==> config.mk <==
export PLATFORM = sky130hd
export DESIGN_NAME = ram_ctrl
export DESIGN_NICKNAME = d
export VERILOG_FILES = /design/src/rtl/ram_ctrl_pkg.sv /design/src/rtl/ram_ctrl.sv
export SDC_FILE = /design/constraint.sdc
export NUM_CORES = 1
export LEC_CHECK = 0
export BUFFER_PORTS_ARGS = -buffer_cell sky130_fd_sc_hd__clkbuf_2
export CAP_MARGIN = 20
export CORE_AREA = 5 5 56 58
export CTS_CLUSTER_DIAMETER = 120
export CTS_CLUSTER_SIZE = 28
export DETAILED_ROUTE_END_ITERATION = 16
export DIE_AREA = 0 0 61 63
export PLACE_DENSITY = 0.75
export SYNTH_ARGS = -nofsm -noshare
export SYNTH_HDL_FRONTEND = slang
export SYNTH_SLANG_ARGS = --single-unit
==> constraint.sdc <==
create_clock -name clk -period 1.5 [get_ports clk]
set_input_delay 0.3 -clock clk [delete_from_list [all_inputs] [get_ports clk]]
set_output_delay 0.3 -clock clk [all_outputs]
set_load 0.1 [all_outputs]
==> src/rtl/ram_ctrl_pkg.sv <==
// Shared definitions for the RAM front-end controller.
// Holds the controller state encoding used by ram_ctrl.
package ram_ctrl_pkg;

    typedef enum logic {
        ST_CLEAR = 1'b0,
        ST_RUN   = 1'b1
    } ctrl_state_e;

endpackage

==> src/rtl/ram_ctrl.sv <==
// CPU-facing controller in front of the single-write-port / async-read RAM.
// Zero-fills memory after reset, arbitrates same-address read/write, registers read data.
module ram_ctrl
    import ram_ctrl_pkg::*;
#(
    parameter int MEM_WIDTH      = 8,
    parameter int WORD_SIZE      = 4,
    parameter int CLEAR_ON_RESET = 1
) (
    input  logic                 clk,
    input  logic                 rst_n,
    input  logic                 wr_valid,
    output logic                 wr_ready,
    input  logic [WORD_SIZE-1:0] wr_addr,
    input  logic [MEM_WIDTH-1:0] wr_data,
    input  logic                 rd_valid,
    output logic                 rd_ready,
    input  logic [WORD_SIZE-1:0] rd_addr,
    output logic                 rd_resp_valid,
    output logic [MEM_WIDTH-1:0] rd_resp_data,
    output logic                 init_done,
    output logic                 ram_wr_en,
    output logic [WORD_SIZE-1:0] ram_wr_addr,
    output logic [WORD_SIZE-1:0] ram_rd_addr,
    output logic [MEM_WIDTH-1:0] ram_data_in,
    input  logic [MEM_WIDTH-1:0] ram_data_out
);

    localparam int                  DEPTH       = 2 ** WORD_SIZE;
    localparam logic [WORD_SIZE:0]  CLR_LAST    = (WORD_SIZE + 1)'(DEPTH - 1);
    localparam logic [WORD_SIZE:0]  CLR_STEP    = (WORD_SIZE + 1)'(1);
    localparam ctrl_state_e         RESET_STATE = (CLEAR_ON_RESET != 0) ? ST_CLEAR : ST_RUN;

    ctrl_state_e          state, state_nxt;
    logic [WORD_SIZE:0]   clr_cnt, clr_cnt_nxt;
    logic                 rd_pri, rd_pri_nxt;
    logic                 conflict;
    logic                 wr_acc;
    logic                 rd_acc;

    assign ram_rd_addr = rd_addr;

    always_ff @(posedge clk or negedge rst_n) begin
        if (!rst_n) begin
            state         <= RESET_STATE;
            clr_cnt       <= '0;
            rd_pri        <= 1'b0;
            init_done     <= 1'b0;
            rd_resp_valid <= 1'b0;
            rd_resp_data  <= '0;
        end else begin
            state         <= state_nxt;
            clr_cnt       <= clr_cnt_nxt;
            rd_pri        <= rd_pri_nxt;
            init_done     <= (state_nxt == ST_RUN);
            rd_resp_valid <= rd_acc;
            if (rd_acc) begin
                rd_resp_data <= ram_data_out;
            end
        end
    end

    always_comb begin
        state_nxt   = state;
        clr_cnt_nxt = clr_cnt;
        rd_pri_nxt  = 1'b0;
        conflict    = 1'b0;
        wr_ready    = 1'b0;
        rd_ready    = 1'b0;
        wr_acc      = 1'b0;
        rd_acc      = 1'b0;
        ram_wr_en   = 1'b0;
        ram_wr_addr = '0;
        ram_data_in = '0;

        case (state)
            ST_CLEAR: begin
                ram_wr_en   = 1'b1;
                ram_wr_addr = clr_cnt[WORD_SIZE-1:0];
                clr_cnt_nxt = clr_cnt + CLR_STEP;
                if (clr_cnt == CLR_LAST) begin
                    state_nxt = ST_RUN;
                end
            end
            ST_RUN: begin
                conflict    = wr_valid && rd_valid && (wr_addr == rd_addr);
                // rd_pri alternates the winner across back-to-back conflicts
                wr_ready    = !(conflict && rd_pri);
                rd_ready    = !(conflict && !rd_pri);
                wr_acc      = wr_valid && wr_ready;
                rd_acc      = rd_valid && rd_ready;
                ram_wr_en   = wr_acc;
                ram_wr_addr = wr_addr;
                ram_data_in = wr_data;
                rd_pri_nxt  = conflict ? !rd_pri : 1'b0;
            end
            default: begin
                state_nxt = RESET_STATE;
            end
        endcase

        // Flops already hold reset values; this also silences the combinational
        // outputs (RUN decode when CLEAR_ON_RESET=0, CLEAR write strobe otherwise).
        if (!rst_n) begin
            wr_ready    = 1'b0;
            rd_ready    = 1'b0;
            wr_acc      = 1'b0;
            rd_acc      = 1'b0;
            ram_wr_en   = 1'b0;
            ram_wr_addr = '0;
            ram_data_in = '0;
        end
    end

endmodule

Yosys cells after proc, flatten, opt, wreduce, memory -nomap -nowiden
Index checks and enable logic that the tools add are counted.
- register bits: 16
- bits in latches: 0
- RAM bits: 0
- ROM bits: 0
- input bits: 28
- output and inout port bits: 29
- word-level logic and storage cells: 34
- memories kept: 0
- add/sub/neg operators: 1
- $mul: 0
- div/mod/pow operators: 0
- magnitude comparators: 0
- equality and inequality tests: 2
- shift-type cells: 0
- muxes and demuxes: 16
- bitwise logic cells: 1
- reduce and logical (&&, ||, !) cells: 9
- operator list (operator ; count):
    $mux W8 ; 2
    $mux W1 ; 11
    $pmux W4 S2 ; 1
    $logic_and A1 B1 Y1 ; 6
    $add A5 B1 Y5 const B ; 1
    $eq A5 B4 Y1 const B ; 1
    $eq A4 B4 Y1 ; 1
    $mux W4 ; 1
    $logic_not A1 Y1 ; 3
    $pmux W1 S2 ; 1
    $not A1 Y1 ; 1

Depth between registers and ports, before layout
Gate-level depths: netlist of the first run.
- depth in word-level cells: 7
- gate-level depth with buffers: 5
- mapped depth without buffers: 4

Worst setup path before layout of the first run
Ideal clock, no wire load.
- kind: register -> output
- from: register state
- to: output wr_ready
- arrival: 3.153 ns
- data required time: 1.200 ns
- slack: -1.953 ns
- cell stages (with the launch flop): 5
- buffers on the path: 2
- cells stage by stage: dfrtp_1 -> buf_1 -> clkbuf_1 -> nand2_1 -> a21oi_1
- word-level cells in the longest chain between the ends: 2
- RTL lines (element ; line ; source):
    start: declaration ; ram_ctrl.sv:34 ; ctrl_state_e state, state_nxt;
    start signal: assignment ; ram_ctrl.sv:52 ; state <= state_nxt;
    $mux W1 ; ram_ctrl.sv:76 ; case (state)
    $mux W1 ; ram_ctrl.sv:104 ; if (!rst_n) begin
    end: declaration ; ram_ctrl.sv:13 ; output logic wr_ready,
Every way passes these cells.

Worst setup path in the final report of the first run
- from: register state
- to: output ram_wr_addr[2]
- word-level cells in the longest chain between the ends: 3
- RTL lines (element ; line ; source):
    $not A1 Y1 ; n/a ;
    $pmux W4 S2 * ; ram_ctrl.sv:76 ;
    $mux W4 * ; ram_ctrl.sv:104 ;
    end: declaration ; ram_ctrl.sv:23 ; output logic [WORD_SIZE-1:0] ram_wr_addr,
Every way passes the cells marked *; elsewhere a longest branch is shown, timed or not.

==> impl_metrics.toml, run 1 <==
[run_status]
status = "finished, violations left"
violations = "negative setup slack"

[final_layout]
layout.nets = 177
final_area_sq_um = 1720
drive_above_1_share = 0.753
diodes = 0
area_growth_pct = 92.8

[clocking]
cts_root_buffer = "clkbuf_4"
clkSinkCount = 16
path_clk_slew_ns = 0.09
insertion_delay_ns = 0.28
cts_buffer_depth = 2
numCtsBuffers = 3
cts_tree = "done"
post_cts_buffers = 0
cts_htree_levels = 1

[setup_path]
crit_type = "reg2out"
cp-start-kind = "flip-flop"
cp.arrival_ns = 1.45
regToRegStartpoint = "state"
end_kind = "output pin"
cp-startpoint = "state"
rr_worst_depth = 3
critical_path_peak_fanout = 8
required_ns = 1.20
r2r-end = "rd_resp_data[4]"
reg2reg_slack_ns = 0.11

[global_routing]
grt_overflow = 0
antenna_found_initial = 0
grt_usage = 0.141
grt_pass1_wl_mm = 4.21
grt_max_degree = 18
first_global_vias = 973

[floorplan]
die_area_sq_um = 3840
die_h_um = 63
rows = 19
die_w_um = 61
coreArea_sq_um = 2620
io_pins = 57
start_util = 0.341

[placed_design]
gp_congestion = 0.804
io_buffers = 56
dpl_cell_area_sq_um = 1630
place_hpwl_mm = 2.12

[sta]
rsz0062_at_grt = "yes"
skew_ns = 0.000662
fin_crit_ns = 1.75
slew_violations = 0
worst_pin_slew_ns = 0.541
fin_crit_sh = 1.17
timing.final.ws_setup_ns = -0.254
finalSetupViolCount = 15
fmax_ghz = 0.570
slew_headroom = 0.641
final-hold-violation-count = 0

[synthesis]
syn-instance-count = 79
synth_xor_area_frac = 0.0590
synth_seq_area_share = 0.449
synthAdderAreaFrac = 0.0281
ys_warn_count = 0
synth-compound-area-share = 0.0590
netlist_area_sq_um = 891
synth-seq-cells = 16
yosys.area_share.simple = 0.152
ys_types = 26
syn_avg_cell_area_sq_um = 11.3
syn_nets = 109
synthMuxAreaShare = 0.181
synth_top_family_by_area = "multiplexers"

[pwr]
p_leak_nw = 0.874
peakVddDrop_mv = 0.784
power_density_nw_per_um2 = 936
design_power_total_mw = 1.61

[routing]
routed_wirelength_mm = 2.62
postRouteAntennaNets = 0
vias = 863
drt-wirelength-per-cell_um = 14.8
firstDrtPassIters = 4
vias_per_cell = 4.88
drt_iter0_drc = 12
drc = 0

[flow_run]
cap_violations = 0

[worst_hold_path]
hold_class = "in2async"
worst max path at each step:
stage / cells after the start / slack [ns] / end
after floorplan: 4 / -0.38 / wr_ready
after detailed placement: 5 / -0.35 / rd_resp_data[6]
after CTS: 4 / -0.26 / ram_wr_addr[2]
after global routing: 4 / -0.30 / ram_wr_addr[2]
after global placement: 5 / -0.26 / rd_resp_data[5]
final: 4 / -0.25 / ram_wr_addr[2]
placed cells by master (no fill, tap or decap), types with 2 or more instances in the layout:
| cell type | Yosys | layout |
|---|---|---|
| dfrtp_1 | 16 | 15 |
| buf_6 | 1 | 2 |
| and3_2 | 0 | 8 |
| nand2_1 | 3 | 2 |
| xnor2_1 | 4 | 4 |
| inv_1 | 3 | 2 |
| buf_12 | 0 | 17 |
| mux2i_2 | 0 | 3 |
| mux2_4 | 8 | 8 |
| clkbuf_2 | 0 | 27 |
| xor2_1 | 2 | 2 |
| ha_1 | 2 | 2 |
| and3_1 | 10 | 2 |
| clkbuf_4 | 0 | 3 |
| buf_4 | 4 | 24 |
| nor2b_4 | 0 | 4 |
what timing repair did:
item	CTS	global route
gates resized for setup	7	2
hold endpoints to repair	1	0
hold buffers	1	0
setup endpoints to repair	23	15
cloned	0	0
pin swaps	4	1
synth_stat cells:
cell / instances / share of area
nor4_1: 1 / 0.0070
nor2_1: 2 / 0.0084
dfrtp_1: 16 / 0.45
nor2b_1: 5 / 0.035
clkbuf_1: 2 / 0.0084
buf_6: 1 / 0.013
mux2_4: 8 / 0.13
mux2i_1: 3 / 0.034
nand2_1: 3 / 0.013
nand3_1: 1 / 0.0056
a31oi_1: 1 / 0.0070
ha_1: 2 / 0.028
o21ai_0: 2 / 0.011
o2111ai_1: 1 / 0.0098
nor3_1: 1 / 0.0056
mux2_2: 1 / 0.013
xnor2_1: 4 / 0.039
xor2_1: 2 / 0.020
buf_4: 4 / 0.034
or2_2: 1 / 0.0070
inv_1: 3 / 0.013
buf_1: 1 / 0.0042
a211o_1: 1 / 0.0098
and3_1: 10 / 0.070
a21oi_1: 2 / 0.011
o31a_1: 1 / 0.0098
per-layer routing:
layer  global-route usage  vias up  routed length [um]
met4               0.0325        0                  16
li1                     -      403                   -
met1                0.152      412                 952
met5                    0        -                   0
met2                0.261       46                1400
met3               0.0413        2                 248
per-stage QoR:
step | hold slack, ns | utilization | setup slack [ns] | TNS (ns) | instances
finish | 0.145 | 0.657 | -0.254 | -2.76 | 177
floorplan | 0.00441 | - | -0.375 | -3.91 | 79
CTS | 0.141 | 0.653 | -0.263 | -2.88 | 177
detailed placement | 0.259 | 0.625 | -0.347 | -3.45 | 172
global route | 0.146 | 0.657 | -0.299 | -3.53 | 177
global placement | 0.261 | 0.625 | -0.261 | -2.62 | 172
power breakdown:
| part | switching [mW] | internal (mW) |
|---|---|---|
| sequential | 0.0234 | 0.467 |
| clock | 0.135 | 0.148 |
| combinational | 0.576 | 0.258 |
| total | 0.735 | 0.872 |
final cells by class:
cell class | count | area, sq um
Sequential cell | 16 | 404
Inverter | 3 | 11.3
Timing Repair Buffer | 71 | 688
Tap cell | 31 | 38.8
Clock buffer | 4 | 36.3
Fill cell | 211 | 897
Multi-Input combinational cell | 52 | 539
sequential cells by signal, summed over array words and instances, names as in the netlist:
register and cells:
state 1, rd_resp_data 8, rd_resp_valid 1, clr_cnt 5, rd_pri 1
worst max-delay path, cell delays in order, from the launching register on:
cell and delay (ns):
dfrtp_4 0.53, buf_6 0.16, mux2i_2 0.16, nor2b_4 0.14
buf_12 0.18
cells by family (layout without fill, tap and decap cells):
kind of cell / after synthesis / after routing
fa+ha+maj: 2 / 2
xor+xnor: 6 / 6
compound gates: 8 / 8
buf+inv: 11 / 78
simple gates: 24 / 24
flops: 16 / 16
mux: 12 / 12
(Power assumes the default switching activity.)
==> run 2, diff against run 1 <==
--- a/config.mk
+++ b/config.mk
@@ -7,12 +7,14 @@
 export LEC_CHECK = 0
 export BUFFER_PORTS_ARGS = -buffer_cell sky130_fd_sc_hd__clkbuf_2
 export CAP_MARGIN = 20
-export CORE_AREA = 5 5 56 58
+export CELL_PAD_IN_SITES_DETAIL_PLACEMENT = 1
+export CELL_PAD_IN_SITES_GLOBAL_PLACEMENT = 2
+export CORE_AREA = 5 5 72 74
 export CTS_CLUSTER_DIAMETER = 120
 export CTS_CLUSTER_SIZE = 28
 export DETAILED_ROUTE_END_ITERATION = 16
-export DIE_AREA = 0 0 61 63
-export PLACE_DENSITY = 0.75
+export DIE_AREA = 0 0 77 79
+export PLACE_DENSITY = 0.76
 export SYNTH_ARGS = -nofsm -noshare
 export SYNTH_HDL_FRONTEND = slang
 export SYNTH_SLANG_ARGS = --single-unit
==> constraint.sdc (replaced) <==
create_clock -name clk -period 1.5 [get_ports clk]
set_input_delay 0.3 -clock clk [delete_from_list [all_inputs] [get_ports clk]]
set_output_delay 0.3 -clock clk [all_outputs]
set_load 0.01 [all_outputs]
==> impl_metrics.toml, run 2 (synthesis results as in run 1) <==
[clocking]
insertion_delay_ns = 0.24
numCtsBuffers = 3
clkSinkCount = 16
cts_tree = "done"
cts_htree_levels = 1
cts_buffer_depth = 2
path_clk_slew_ns = 0.06
cts_root_buffer = "clkbuf_8"

[sta]
tns_ns = -0.203
worst_pin_slew_ns = 0.304
rsz0062_at_grt = "yes"
skew_ns = 0.000957
slew_violations = 0
whs_ns = 0.0271
fin_crit_ns = 1.58
fin_crit_sh = 1.06
slew_headroom = 0.797
final-hold-violation-count = 0
finalSetupViolCount = 11
fmax_ghz = 0.631
timing.final.ws_setup_ns = -0.0846

[placed_design]
gp_congestion = 0.687
dp.cells = 189
io_buffers = 56
place_hpwl_mm = 2.29
dpl_cell_area_sq_um = 1250

[floorplan]
die_h_um = 79
die_w_um = 77
start_util = 0.196
rows = 25
die_area_sq_um = 6080
coreArea_sq_um = 4540
io_pins = 57

[setup_path]
cp_num_buf_inv = 3
path_cells = "buf_6, xor2_1, a211o_1, buf_6, nor2_4, a31oi_1, buf_2"
cp-start-kind = "input port"
crit_family = "buffers and inverters"
required_ns = 1.20
critical_path_peak_fanout = 3
slowest_delay_ns = 0.30
crit_type = "in2out"
cp.arrival_ns = 1.28
end_kind = "output pin"
critical_path.slowest_cell = "a211o_1"
crit_top_cell = "buf_6"

[routing]
vias_per_cell = 4.37
routed_wirelength_mm = 2.94
drc = 0
drt_iter0_drc = 6
drt-wirelength-per-cell_um = 14.8
vias = 870
postRouteAntennaNets = 0
firstDrtPassIters = 3

[final_layout]
final_cells = 199
diodes = 0
drive_above_1_share = 0.697
multi_input_area_sq_um = 510
mostFrequentLayoutCells = "clkbuf_2, dfrtp_1, buf_6, buf_4"
layout.nets = 177
fill_cells = 511
mostFrequentLayoutCell = "clkbuf_2"
area_growth_pct = 68.5
regMostFlops = "rd_resp_data"
final_area_sq_um = 1500
top_regs = "rd_resp_data x8, clr_cnt x5"
largest_reg_flops = 8
regArea_sq_um = 400

[pwr]
power_density_nw_per_um2 = 740
p_leak_nw = 0.796
peakVddDrop_mv = 0.306

[global_routing]
grt_overflow = 0
first_global_vias = 1040
grt_max_degree = 23
grt_pass1_wl_mm = 4.87
antenna_found_initial = 0
grt_usage = 0.0968

[worst_hold_path]
hold_class = "in2async"

[flow_run]
cap_violations = 0

[run_status]
violations = "negative setup slack"
status = "finished, violations left"
run 2: power breakdown:
part	internal (mW)	switching [mW]
sequential	0.468	0.0239
clock	0.178	0.137
combinational	0.176	0.128
run 2: layout make-up:
type                            count  area share
Inverter                            3     0.00917
Sequential cell                    16       0.267
Multi-Input combinational cell     52       0.340
Clock buffer                        3      0.0275
Timing Repair Buffer               71       0.312
Tap cell                           54      0.0450
run 2: final timing paths:
check / start / endpoint / cells past startpoint / slack (ns)
setup reg to reg: rd_pri / rd_resp_data[1] / 2 / 0.12
min in group clk: ram_data_out[7] / rd_resp_data[7] / 2 / 0.29
max in group asynchronous: rst_n / rd_resp_data[0] / 3 / 1.09
hold / removal: rst_n / state / 2 / 0.03
hold reg to reg: clr_cnt[4] / clr_cnt[4] / 2 / 0.49
setup / recovery: rd_addr[3] / ram_wr_en / 7 / -0.08
run 2: what timing repair did:
item / 4_1_cts / 5_1_grt
buffers inserted: 3 / 2
cloned: 2 / 0
resized for setup: 18 / 30
hold buffers: 0 / 0
setup endpoints to repair: 23 / 23
hold endpoints to repair: 0 / 0
pin swaps: 4 / 3
run 2: layer usage:
layer	vias to the layer above	track usage	routed length [um]
li1	403	-	-
met4	0	0.0206	29
met5	-	0	0
met2	37	0.171	1510
met1	426	0.118	1220
met3	4	0.0261	181
run 2: per-stage QoR:
stage | setup WS, ns | utilization | power, mW
after floorplan | -0.0805 | - | 0.629
after global placement | -0.275 | 0.275 | 0.754
after detailed placement | -0.318 | 0.275 | 0.764
after CTS | -0.0903 | 0.307 | 1.10
after global routing | -0.153 | 0.331 | 1.18
final | -0.0846 | 0.331 | 1.11
